### config.mk
export PLATFORM = sky130hd
export DESIGN_NAME = seq_multiplier
export DESIGN_NICKNAME = d
export VERILOG_FILES = /design/src/rtl/seq_multiplier.sv
export SDC_FILE = /design/constraint.sdc
export NUM_CORES = 1
export LEC_CHECK = 0
export BUFFER_PORTS_ARGS = -buffer_cell sky130_fd_sc_hd__buf_2
export CELL_PAD_IN_SITES_DETAIL_PLACEMENT = 1
export CELL_PAD_IN_SITES_GLOBAL_PLACEMENT = 1
export CORE_MARGIN = 1
export CORE_UTILIZATION = 45
export DETAILED_ROUTE_END_ITERATION = 10
export PLACE_DENSITY_LB_ADDON = 0.15
export SYNTH_ARGS = -nofsm -noshare
export SYNTH_HDL_FRONTEND = slang
export SYNTH_SLANG_ARGS = --single-unit
### constraint.sdc
create_clock -name i_clk -period 6.55 [get_ports i_clk]
set_input_delay 1.31 -clock i_clk [delete_from_list [all_inputs] [get_ports i_clk]]
set_output_delay 1.31 -clock i_clk [all_outputs]
set_load 0.01 [all_outputs]
### src/rtl/seq_multiplier.sv
// rtl/seq_multiplier.sv - multi-cycle unsigned shift-and-add multiplier producing a HI/LO product pair
module seq_multiplier #(
    parameter int WIDTH = 32
) (
    input  logic             i_clk,
    input  logic             i_rst_n,
    input  logic             i_start,
    input  logic [WIDTH-1:0] i_data1,
    input  logic [WIDTH-1:0] i_data2,
    output logic             o_busy,
    output logic             o_done,
    output logic [WIDTH-1:0] o_hi,
    output logic [WIDTH-1:0] o_lo
);

    localparam int CW = $clog2(WIDTH) + 1;
    localparam logic [CW-1:0] LAST_ITER = CW'(WIDTH - 1);

    typedef enum logic [1:0] {
        IDLE,
        RUN,
        DONE
    } state_t;

    state_t             state_q;
    logic [WIDTH-1:0]   mcand_q;
    logic [2*WIDTH:0]   prod_q;
    logic [CW-1:0]      cnt_q;
    logic               busy_q;
    logic               done_q;
    logic [WIDTH-1:0]   hi_q;
    logic [WIDTH-1:0]   lo_q;

    logic [WIDTH:0]     add_sum;
    logic [WIDTH:0]     upper_next;
    logic [2*WIDTH:0]   prod_d;

    // prod_q[2W] is always zero entering an iteration, so the unchanged upper
    // field can be taken straight from the register.
    always_comb begin
        add_sum    = {1'b0, prod_q[2*WIDTH-1:WIDTH]} + {1'b0, mcand_q};
        upper_next = prod_q[0] ? add_sum : prod_q[2*WIDTH:WIDTH];
        prod_d     = {1'b0, upper_next, prod_q[WIDTH-1:1]};
    end

    always_ff @(posedge i_clk or negedge i_rst_n) begin
        if (!i_rst_n) begin
            state_q <= IDLE;
            mcand_q <= '0;
            prod_q  <= '0;
            cnt_q   <= '0;
            busy_q  <= 1'b0;
            done_q  <= 1'b0;
            hi_q    <= '0;
            lo_q    <= '0;
        end else begin
            done_q <= 1'b0;
            case (state_q)
                IDLE, DONE: begin
                    if (i_start) begin
                        mcand_q <= i_data1;
                        prod_q  <= {1'b0, {WIDTH{1'b0}}, i_data2};
                        cnt_q   <= '0;
                        busy_q  <= 1'b1;
                        state_q <= RUN;
                    end else begin
                        state_q <= IDLE;
                    end
                end
                RUN: begin
                    prod_q <= prod_d;
                    cnt_q  <= cnt_q + CW'(1);
                    if (cnt_q == LAST_ITER) begin
                        state_q <= DONE;
                        busy_q  <= 1'b0;
                        done_q  <= 1'b1;
                        hi_q    <= prod_d[2*WIDTH-1:WIDTH];
                        lo_q    <= prod_d[WIDTH-1:0];
                    end
                end
                default: begin
                    state_q <= IDLE;
                    busy_q  <= 1'b0;
                end
            endcase
        end
    end

    assign o_busy = busy_q;
    assign o_done = done_q;
    assign o_hi   = hi_q;
    assign o_lo   = lo_q;

endmodule

==> flow_summary.json, run 1 <==
{
  "status": "finished, violations left",
  "violations": "DRC",
  "die_w_um": 139,
  "yosysTopAreaCell": "dfrtp_1",
  "synth.most_common_cell": "nand2_1",
  "avgSynthCellArea_um2": 9.20,
  "async_reset_ff_frac": 1.00,
  "ys_top_cells_by_area": "dfrtp_1 50%, nand2_1 13%, ha_1 4.9%",
  "cts_hold_buf": 0,
  "cp.arrival_ns": 3.40,
  "power_density_nw_per_um2": 520,
  "drt_iter0_drc": 470,
  "yosysUniqueCellTypes": 61,
  "tritoncts": "built",
  "crit_type": "flop to flop",
  "post_cts_buffers": 0,
  "drive_gt1_frac": 0.186,
  "ys_seq_area_frac": 0.503,
  "num_vias": 7148,
  "crit_path_end_kind": "flop",
  "fmax_mhz": 324,
  "clockBufferDepth": 2,
  "ff2ff_path_depth": 10,
  "routedWlPerCell_um": 18.6,
  "routed_wl_um": 23500,
  "hp-class": "flop to flop",
  "antenna_cells": 0,
  "p_leak_nw": 4.98,
  "path_max_fanout": 3,
  "yosysWarnings": 0,
  "synth_edf_count": 0,
  "die_y_um": 139,
  "slew-limit-headroom": 0.272,
  "maxSlewViolCount": 0,
  "cts_resized": 0,
  "ctsRootBufferMaster": "clkbuf_16",
  "irDropWorstVdd_v": 0.000220,
  "hpwlAfterDp_um": 15200,
  "drt-pass1-iter-count": 9,
  "nNetsFinal": 1124,
  "viasPerCell": 5.66,
  "finalClockSkew_ns": 0.0121,
  "drv_cap": 0,
  "antenna_found_initial": 0,
  "grt_setup_unrepaired": "no",
  "total_power_mw": 5.12,
  "postSynthCellCount": 919,
  "finalCritPeriodShare": 0.471,
  "grt_use_total": 0.260,
  "clk_pin_slew_worst_paths_ns": 0.07,
  "htree_num_levels": 4,
  "grt_pass1_wl_um": 39900,
  "core_um2": 18200,
  "rows": 49,
  "synth_nets": 1020,
  "overflow": 0,
  "synth_top_flop_cell": "dfrtp_1",
  "clock_sinks": 170,
  "final_antenna_net_count": 0,
  "reg2reg_from": "prod_q[32]$_DFFE_PN0P_",
  "tightest_slew_ns": 1.09,
  "die_area_um2": 19300,
  "yosys.area.top_type_share": 0.503,
  "post-route-drc-count": 6,
  "hold_viol": 0,
  "clk_latency_ns": 0.43,
  "synth_area_um2": 8450,
  "ioPinCount": 133,
  "synth-seq-cells": 170,
  "whs_path_depth": 2,
  "finalSetupViolations": 0,
  "min_from": "o_lo[7]$_DFFE_PN0P_",
  "start_util": 0.464,
  "gp_congestion": 0.834,
  "setup_tns_ns": 0,
  "crit_start": "prod_q[32]$_DFFE_PN0P_",
  "numCtsBuffers": 17,
  "syn_to_final_growth_pct": 16.5,
  "grt_max_degree": 118,
  "startpoint_type": "flop",
  "ys_top_cells_by_count": "301 x nand2_1, 170 x dfrtp_1, 55 x o21ai_0",
  "grt_pass1_vias": 7714,
  "port-buffer-count": 132,
  "worstPathRequired_ns": 6.86,
  "post-route-min-period_ns": 3.08
}
## path summary, 6_finish.rpt
kind	end	slack [ns]
setup / recovery	prod_q[63]$_DFFE_PN0P_	3.47
setup reg to reg	prod_q[63]$_DFFE_PN0P_	3.47
max in group asynchronous	prod_q[0]$_DFFE_PN0P_	4.09
min in group asynchronous	o_hi[16]$_DFFE_PN0P_	1.03
hold reg to reg	o_lo[7]$_DFFE_PN0P_	0.47
hold / removal	o_lo[7]$_DFFE_PN0P_	0.47
## registers in the layout (all words and copies together) (netlist names)
| signal | cells |
|---|---|
| mcand_q | 32 |
| o_done | 1 |
| prod_q | 64 |
| cnt_q | 6 |
| o_hi | 32 |
| o_busy | 1 |
| o_lo | 32 |
| state_q | 2 |
## layout by cell type, fill, tap and decap left out, drive strengths merged, types with 4 or more instances in the layout
cell type	instances
o21ai	56
nand2	301
nor3	5
nand4	4
mux2i	19
a22oi	39
o21bai	8
ha	33
a21oi	33
xor2	9
nor3b	5
dfrtp	170
buf	141
xnor2	18
a21o	23
nor2	27
inv	12
clkbuf	19
clkinv	5
nand3	20
a211oi	5
a22o	14
o221ai	5
a31o	5
and3	8
## routing by layer
layer	share of wire	routed length [um]	vias up	global-route usage
li1	-	-	3363	-
met1	0.45	10700	3604	0.338
met2	0.49	11500	158	0.437
met3	0.044	1040	23	0.0556
met4	0.012	293	0	0.0737
met5	0	0	-	0
## critical path, stage by stage, from the launching register on
cell,delay [ns]
dfrtp_1,0.41
ha_1,0.22
fa_1,0.42
a21o_1,0.22
a221oi_2,0.31
o21ai_1,0.19
a21oi_2,0.29
o21bai_2,0.14
o21ba_1,0.22
a31o_1,0.27
a32o_2,0.28
## layout make-up
cell class | count | area (um2)
tap | 229 | 287
sequential | 170 | 4260
inverter | 9 | 33.8
fill | 2158 | 8370
clock inverter | 12 | 118
clock buffer | 19 | 443
multi-input combinational | 684 | 3970
timing repair buffer | 141 | 734
## power breakdown
group | internal [mW] | switching [mW]
clock network | 0.537 | 0.447
logic | 0.964 | 1.30
registers | 1.50 | 0.367
total | 3.00 | 2.11
## cell families (layout without fill, tap and decap cells)
| logic type | after synthesis | after routing | synth area share |
|---|---|---|---|
| compound gates | 215 | 215 | 0.174 |
| fa+ha+maj | 34 | 34 | 0.0512 |
| buf+inv | 65 | 181 | 0.0296 |
| xor+xnor | 27 | 27 | 0.0280 |
| flops | 170 | 170 | 0.503 |
| mux | 22 | 22 | 0.0265 |
| simple gates | 386 | 386 | 0.187 |
## stage by stage
| step | utilization | hold slack [ns] | instance area, um2 | setup WS [ns] | cells |
|---|---|---|---|---|---|
| final | 0.541 | 0.468 | 9840 | 3.47 | 1264 |
| after global routing | 0.541 | 0.496 | 9840 | 3.30 | 1264 |
| after CTS | 0.541 | 0.474 | 9840 | 3.45 | 1264 |
| after detailed placement | 0.510 | 0.457 | 9280 | 3.18 | 1233 |
| after global placement | 0.510 | 0.454 | 9280 | 3.23 | 1233 |
| after floorplan | - | 0.452 | 8450 | 3.92 | 919 |
Power figures use the tool's default switching activity.
==> inputs of run 2 (changes only) <==
--- a/config.mk
+++ b/config.mk
@@ -9,7 +9,7 @@
 export CELL_PAD_IN_SITES_DETAIL_PLACEMENT = 1
 export CELL_PAD_IN_SITES_GLOBAL_PLACEMENT = 1
 export CORE_MARGIN = 1
-export CORE_UTILIZATION = 45
+export CORE_UTILIZATION = 43
 export DETAILED_ROUTE_END_ITERATION = 10
 export PLACE_DENSITY_LB_ADDON = 0.15
 export SYNTH_ARGS = -nofsm -noshare
==> constraint.sdc (replaced) <==
create_clock -name i_clk -period 3.2 [get_ports i_clk]
set_input_delay 0.64 -clock i_clk [delete_from_list [all_inputs] [get_ports i_clk]]
set_output_delay 0.64 -clock i_clk [all_outputs]
set_load 0.01 [all_outputs]
==> run 2 against run 1 <==
  * The flow now finishes without violations
  * Core utilization fell by 1.5 points
  * Register-to-register slack got worse by 3.2 ns
  * Routed wire length rose by 0.29%
  * Die area rose by 4.6%
  * Clock power rose by 110%
  * Sequential cell count did not move
  * Global-route usage fell by 1.2 points
  * Combinational power rose by 100%
  * Fmax rose by 5.9%
  * Worst hold slack got worse by 0.26 ns
  * Clock-buffer cell count fell by 1
  * Critical endpoint unchanged
  * Highest routed layer unchanged
==> flow_summary.json, run 2 (same netlist as run 1, synthesis figures left out) <==
{
  "start_util": 0.446,
  "drive_gt1_frac": 0.193,
  "drt_iter0_drc": 362,
  "whs_ns": 0.210,
  "crit_path_max_incr_delay_ns": 0.41,
  "path_buf_inv": 0,
  "die_y_um": 142,
  "largest_reg_flops": 64,
  "layout_common_cells": "300 x nand2_1, 169 x dfrtp_1, 131 x buf_2, 55 x o21ai_0, 39 x a22oi_1",
  "grt_setup_unrepaired": "no",
  "clockBufferDepth": 2,
  "slew-limit-headroom": 0.488,
  "htree_num_levels": 4,
  "cp_top_family": "compound AO/OA/AOI/OAI gates",
  "num_vias": 7018,
  "grt_pass1_vias": 7342,
  "p_leak_nw": 5.03,
  "final_common_cell": "nand2_1",
  "nFillCells": 2204,
  "path_cells": "ha_1, fa_1, a21o_1, a221oi_2, o21ai_1, a21oi_2, o21bai_2, o21ba_1, a31o_1, a32o_2",
  "fin_util": 0.526,
  "largest_register": "prod_q",
  "grt_use_met1": 0.329,
  "grt_use_total": 0.248,
  "tightest_slew_ns": 0.768,
  "crit_type": "flop to flop",
  "startpoint_type": "flop",
  "rows": 50,
  "drv_cap": 0,
  "dp.cells": 1271,
  "core_um2": 19000,
  "post-route-min-period_ns": 2.91,
  "grtUsageMet3": 0.0555,
  "cts_resized": 0,
  "tritoncts": "built",
  "hpwlAfterDp_um": 15800,
  "nNetsFinal": 1131,
  "maxSlewViolCount": 0,
  "power_density_nw_per_um2": 1050,
  "crit_path_top_delay_cell": "fa_1",
  "finalClockSkew_ns": 0.0100,
  "fmax_mhz": 344,
  "grt_pass1_wl_um": 38600,
  "finalCritPeriodShare": 0.909,
  "irDropWorstVdd_v": 0.000440,
  "grt_max_degree": 69,
  "ioPinCount": 133,
  "syn_to_final_growth_pct": 17.9,
  "crit_path_end_kind": "flop",
  "routedWlPerCell_um": 18.1,
  "hold_viol": 0,
  "finalSetupViolations": 0,
  "layoutNonFillerInstCount": 1304,
  "port-buffer-count": 132,
  "final_antenna_net_count": 0,
  "clock_sinks": 170,
  "total_power_mw": 10.5,
  "antenna_found_initial": 1,
  "die_area_um2": 20200,
  "status": "finished, final reports clean",
  "setup_tns_ns": 0,
  "post-route-drc-count": 0,
  "routed_wl_um": 23600,
  "post_cts_buffers": 0,
  "grt_busiest_layer": "met2",
  "viasPerCell": 5.38,
  "gp_congestion": 0.831,
  "die_w_um": 142,
  "clk_pin_slew_worst_paths_ns": 0.07,
  "cts_hold_buf": 0,
  "clk_latency_ns": 0.44,
  "drt-pass1-iter-count": 5,
  "overflow": 0,
  "path_max_fanout": 3,
  "worstPathRequired_ns": 3.53,
  "hp-class": "primary input to async pin",
  "ctsRootBufferMaster": "clkbuf_16",
  "numCtsBuffers": 17,
  "use_met2": 0.413,
  "cp.arrival_ns": 3.24
}
[run 2: power by group]
| group | total [mW] | internal, mW | switching [mW] | leakage [nW] |
|---|---|---|---|---|
| clock network | 2.06 | 1.11 | 0.944 | 0.282 |
| logic | 4.61 | 1.99 | 2.62 | 2.70 |
| registers | 3.82 | 3.07 | 0.747 | 2.05 |
| total | 10.5 | 6.17 | 4.32 | 5.03 |
[run 2: per-stage QoR]
step	area, um2	setup slack (ns)
final	9970	0.291
after global routing	9960	0.139
after CTS	9960	0.288
after detailed placement	9390	0.310
after global placement	9390	0.392
after floorplan	8450	0.568
[run 2: routing by layer]
metal	routed length, um	vias up
met3	1030	10
met1	10800	3472
met2	11500	144
met4	216	0
met5	0	-
li1	-	3392
[run 2: cell type report]
type,count,area [um2],area share
Sequential cell,170,4260,0.427
Antenna cell,1,2.50,0.000251
Multi-Input combinational cell,684,3970,0.399
Clock inverter,14,138,0.0138
Timing Repair Buffer,148,800,0.0802
Inverter,9,33.8,0.00339
Tap cell,260,325,0.0326
Clock buffer,18,439,0.0441
[run 2: worst register-to-register path: stages (launching register included)]
cell and delay [ns]:
dfrtp_1 0.39, ha_1 0.23, fa_1 0.41, a21o_1 0.21
a221oi_2 0.29, o21ai_1 0.16, a21oi_2 0.27, o21bai_2 0.13
o21ba_1 0.21, a31o_1 0.24, a32o_2 0.26
[run 2: path summary, 6_finish.rpt]
path | depth (start not counted) | startpoint | endpoint | slack, ns
worst min register to register | 2 | o_lo[4]$_DFFE_PN0P_ | o_lo[4]$_DFFE_PN0P_ | 0.47
worst max-delay path | 10 | mcand_q[0]$_DFFE_PN0P_ | prod_q[63]$_DFFE_PN0P_ | 0.29
worst min-delay path | 1 | i_rst_n | mcand_q[16]$_DFFE_PN0P_ | 0.21
min in group i_clk | 3 | i_data1[7] | mcand_q[7]$_DFFE_PN0P_ | 0.39
worst max register to register | 10 | mcand_q[0]$_DFFE_PN0P_ | prod_q[63]$_DFFE_PN0P_ | 0.29
max in group asynchronous | 2 | i_rst_n | o_hi[0]$_DFFE_PN0P_ | 2.04
==> inputs of run 3 (changes only) <==
--- a/config.mk
+++ b/config.mk
@@ -9,7 +9,8 @@
 export CELL_PAD_IN_SITES_DETAIL_PLACEMENT = 1
 export CELL_PAD_IN_SITES_GLOBAL_PLACEMENT = 1
 export CORE_MARGIN = 1
-export CORE_UTILIZATION = 43
+export CORE_UTILIZATION = 45
+export CTS_BUF_LIST = sky130_fd_sc_hd__clkbuf_4 sky130_fd_sc_hd__clkbuf_8
 export DETAILED_ROUTE_END_ITERATION = 10
 export PLACE_DENSITY_LB_ADDON = 0.15
 export SYNTH_ARGS = -nofsm -noshare
==> run 3 against run 2 <==
  * The run now ends with DRC left
  * Worst hold slack got worse by 0.0090 ns
  * Fmax down 0.35%
  * Die area is 4.4% lower
  * Via count grew 0.76%
  * Global-route usage up 0.092 points
  * Final cell count decreased by 2.5%
  * Sequential share of layout area grew 0.93 points
  * Critical path depth unchanged
  * Power decreased by 4.9%
  * Critical path type unchanged
  * Largest cell class unchanged
==> flow_summary.json, run 3 (same netlist as run 1, synthesis figures left out) <==
{
  "status": "finished, violations left",
  "violations": "DRC",
  "hp-class": "primary input to async pin",
  "crit_type": "flop to flop",
  "path_buf_inv": 0,
  "core_um2": 18200,
  "antenna_cells": 0,
  "path_cells": "ha_1, fa_1, a21o_1, a221oi_2, o21ai_1, a21oi_2, o21bai_2, o21ba_1, a31o_1, a32o_2",
  "post-route-drc-count": 6,
  "drt_iter0_drc": 420,
  "multi_input_area_um2": 3970,
  "grt_max_degree": 85,
  "finalClockSkew_ns": 0.0174,
  "startpoint_type": "flop",
  "path_max_fanout": 3,
  "post_cts_buffers": 0,
  "htree_num_levels": 4,
  "place_ws_ns": 0.314,
  "num_vias": 7071,
  "clk_pin_slew_worst_paths_ns": 0.10,
  "final_antenna_net_count": 0,
  "overflow": 0,
  "tritoncts": "built",
  "cts_hold_buf": 0,
  "irDropWorstVdd_v": 0.000572,
  "port-buffer-count": 132,
  "finalCritPeriodShare": 0.912,
  "hold_viol": 0,
  "crit_path_max_incr_delay_ns": 0.41,
  "hpwlAfterDp_um": 15600,
  "finalWorstSetupSlack_ns": 0.280,
  "setup_tns_ns": 0,
  "grt_pass1_vias": 7420,
  "r2r_setup_slack_ns": 0.28,
  "gp_congestion": 0.821,
  "die_y_um": 139,
  "die_w_um": 139,
  "drive_gt1_frac": 0.193,
  "clock_sinks": 170,
  "ioPinCount": 133,
  "crit_path_top_delay_cell": "fa_1",
  "p_leak_nw": 4.95,
  "grt_pass1_wl_um": 38100,
  "largest_register": "prod_q",
  "cp.arrival_ns": 3.29,
  "rows": 49,
  "viasPerCell": 5.56,
  "layout_common_cells": "300 x nand2_1, 169 x dfrtp_1, 131 x buf_2, 55 x o21ai_0, 39 x a22oi_1",
  "antenna_found_initial": 1,
  "post-route-min-period_ns": 2.92,
  "final-seq-area_um2": 4260,
  "nFillCells": 2174,
  "routedWlPerCell_um": 18.1,
  "cp_top_family": "compound AO/OA/AOI/OAI gates",
  "tightest_slew_ns": 1.12,
  "drv_cap": 0,
  "slew-limit-headroom": 0.254,
  "grt_use_total": 0.249,
  "ctsRootBufferMaster": "clkbuf_8",
  "final_common_cell": "nand2_1",
  "largest_reg_flops": 64,
  "cts_resized": 0,
  "numCtsBuffers": 17,
  "syn_to_final_growth_pct": 15.4,
  "clockBufferDepth": 2,
  "clk_latency_ns": 0.49,
  "start_util": 0.464,
  "power_density_nw_per_um2": 1020,
  "fmax_mhz": 343,
  "nNetsFinal": 1131,
  "maxSlewViolCount": 0,
  "grt_setup_unrepaired": "no",
  "finalSetupViolations": 0,
  "routed_wl_um": 23000,
  "crit_path_end_kind": "flop",
  "drt-pass1-iter-count": 8,
  "worstPathRequired_ns": 3.57,
  "die_area_um2": 19300
}
==> run 3: changes by cell type in the layout (fill, tap and decap cells not counted) <==
cell / before / now
clkbuf_16: 17 / 0
clkbuf_8: 1 / 18
clkinv_2: 3 / 0
inv_6: 2 / 5
clkinv_8: 0 / 1
clkinvlp_4: 2 / 1
diode_2: 1 / 0
==> run 3: routing by layer <==
metal | GRT usage | up-vias | wire length, um
met2 | 0.406 | 131 | 11000
met3 | 0.0494 | 24 | 868
li1 | - | 3378 | -
met5 | 0 | - | 13
met1 | 0.335 | 3536 | 10800
met4 | 0.0725 | 2 | 301
==> run 3: report_power, final <==
| group | internal (mW) | leakage, nW | switching, mW |
|---|---|---|---|
| sequential | 3.07 | 2.05 | 0.703 |
| combinational | 1.98 | 2.70 | 2.64 |
| clock | 0.673 | 0.204 | 0.906 |
==> run 3: worst paths after layout <==
path	from	endpoint	cells past startpoint
max in group asynchronous	i_rst_n	o_hi[1]$_DFFE_PN0P_	2
worst max register to register	mcand_q[0]$_DFFE_PN0P_	prod_q[63]$_DFFE_PN0P_	10
worst max-delay path	mcand_q[0]$_DFFE_PN0P_	prod_q[63]$_DFFE_PN0P_	10
worst min register to register	o_lo[7]$_DFFE_PN0P_	o_lo[7]$_DFFE_PN0P_	2
min in group i_clk	i_data1[7]	mcand_q[7]$_DFFE_PN0P_	3
worst min-delay path	i_rst_n	mcand_q[17]$_DFFE_PN0P_	1
==> run 3: cell type report <==
class / instances / share of cell area
Sequential cell: 170 / 0.436
Multi-Input combinational cell: 684 / 0.407
Timing Repair Buffer: 148 / 0.0820
Tap cell: 229 / 0.0294
Clock buffer: 18 / 0.0254
Clock inverter: 14 / 0.0162
Inverter: 9 / 0.00346
==> run 3: through the flow <==
| step | hold slack (ns) | cell area (um2) | util | std cells | power [mW] |
|---|---|---|---|---|---|
| after detailed placement | 0.457 | 9350 | 0.513 | 1240 | 8.41 |
| after floorplan | 0.344 | 8450 | - | 919 | 6.92 |
| after global routing | 0.245 | 9750 | 0.536 | 1272 | 10.7 |
| after global placement | 0.455 | 9350 | 0.513 | 1240 | 8.21 |
| final | 0.201 | 9750 | 0.536 | 1272 | 9.97 |
| after CTS | 0.229 | 9750 | 0.536 | 1272 | 10.0 |
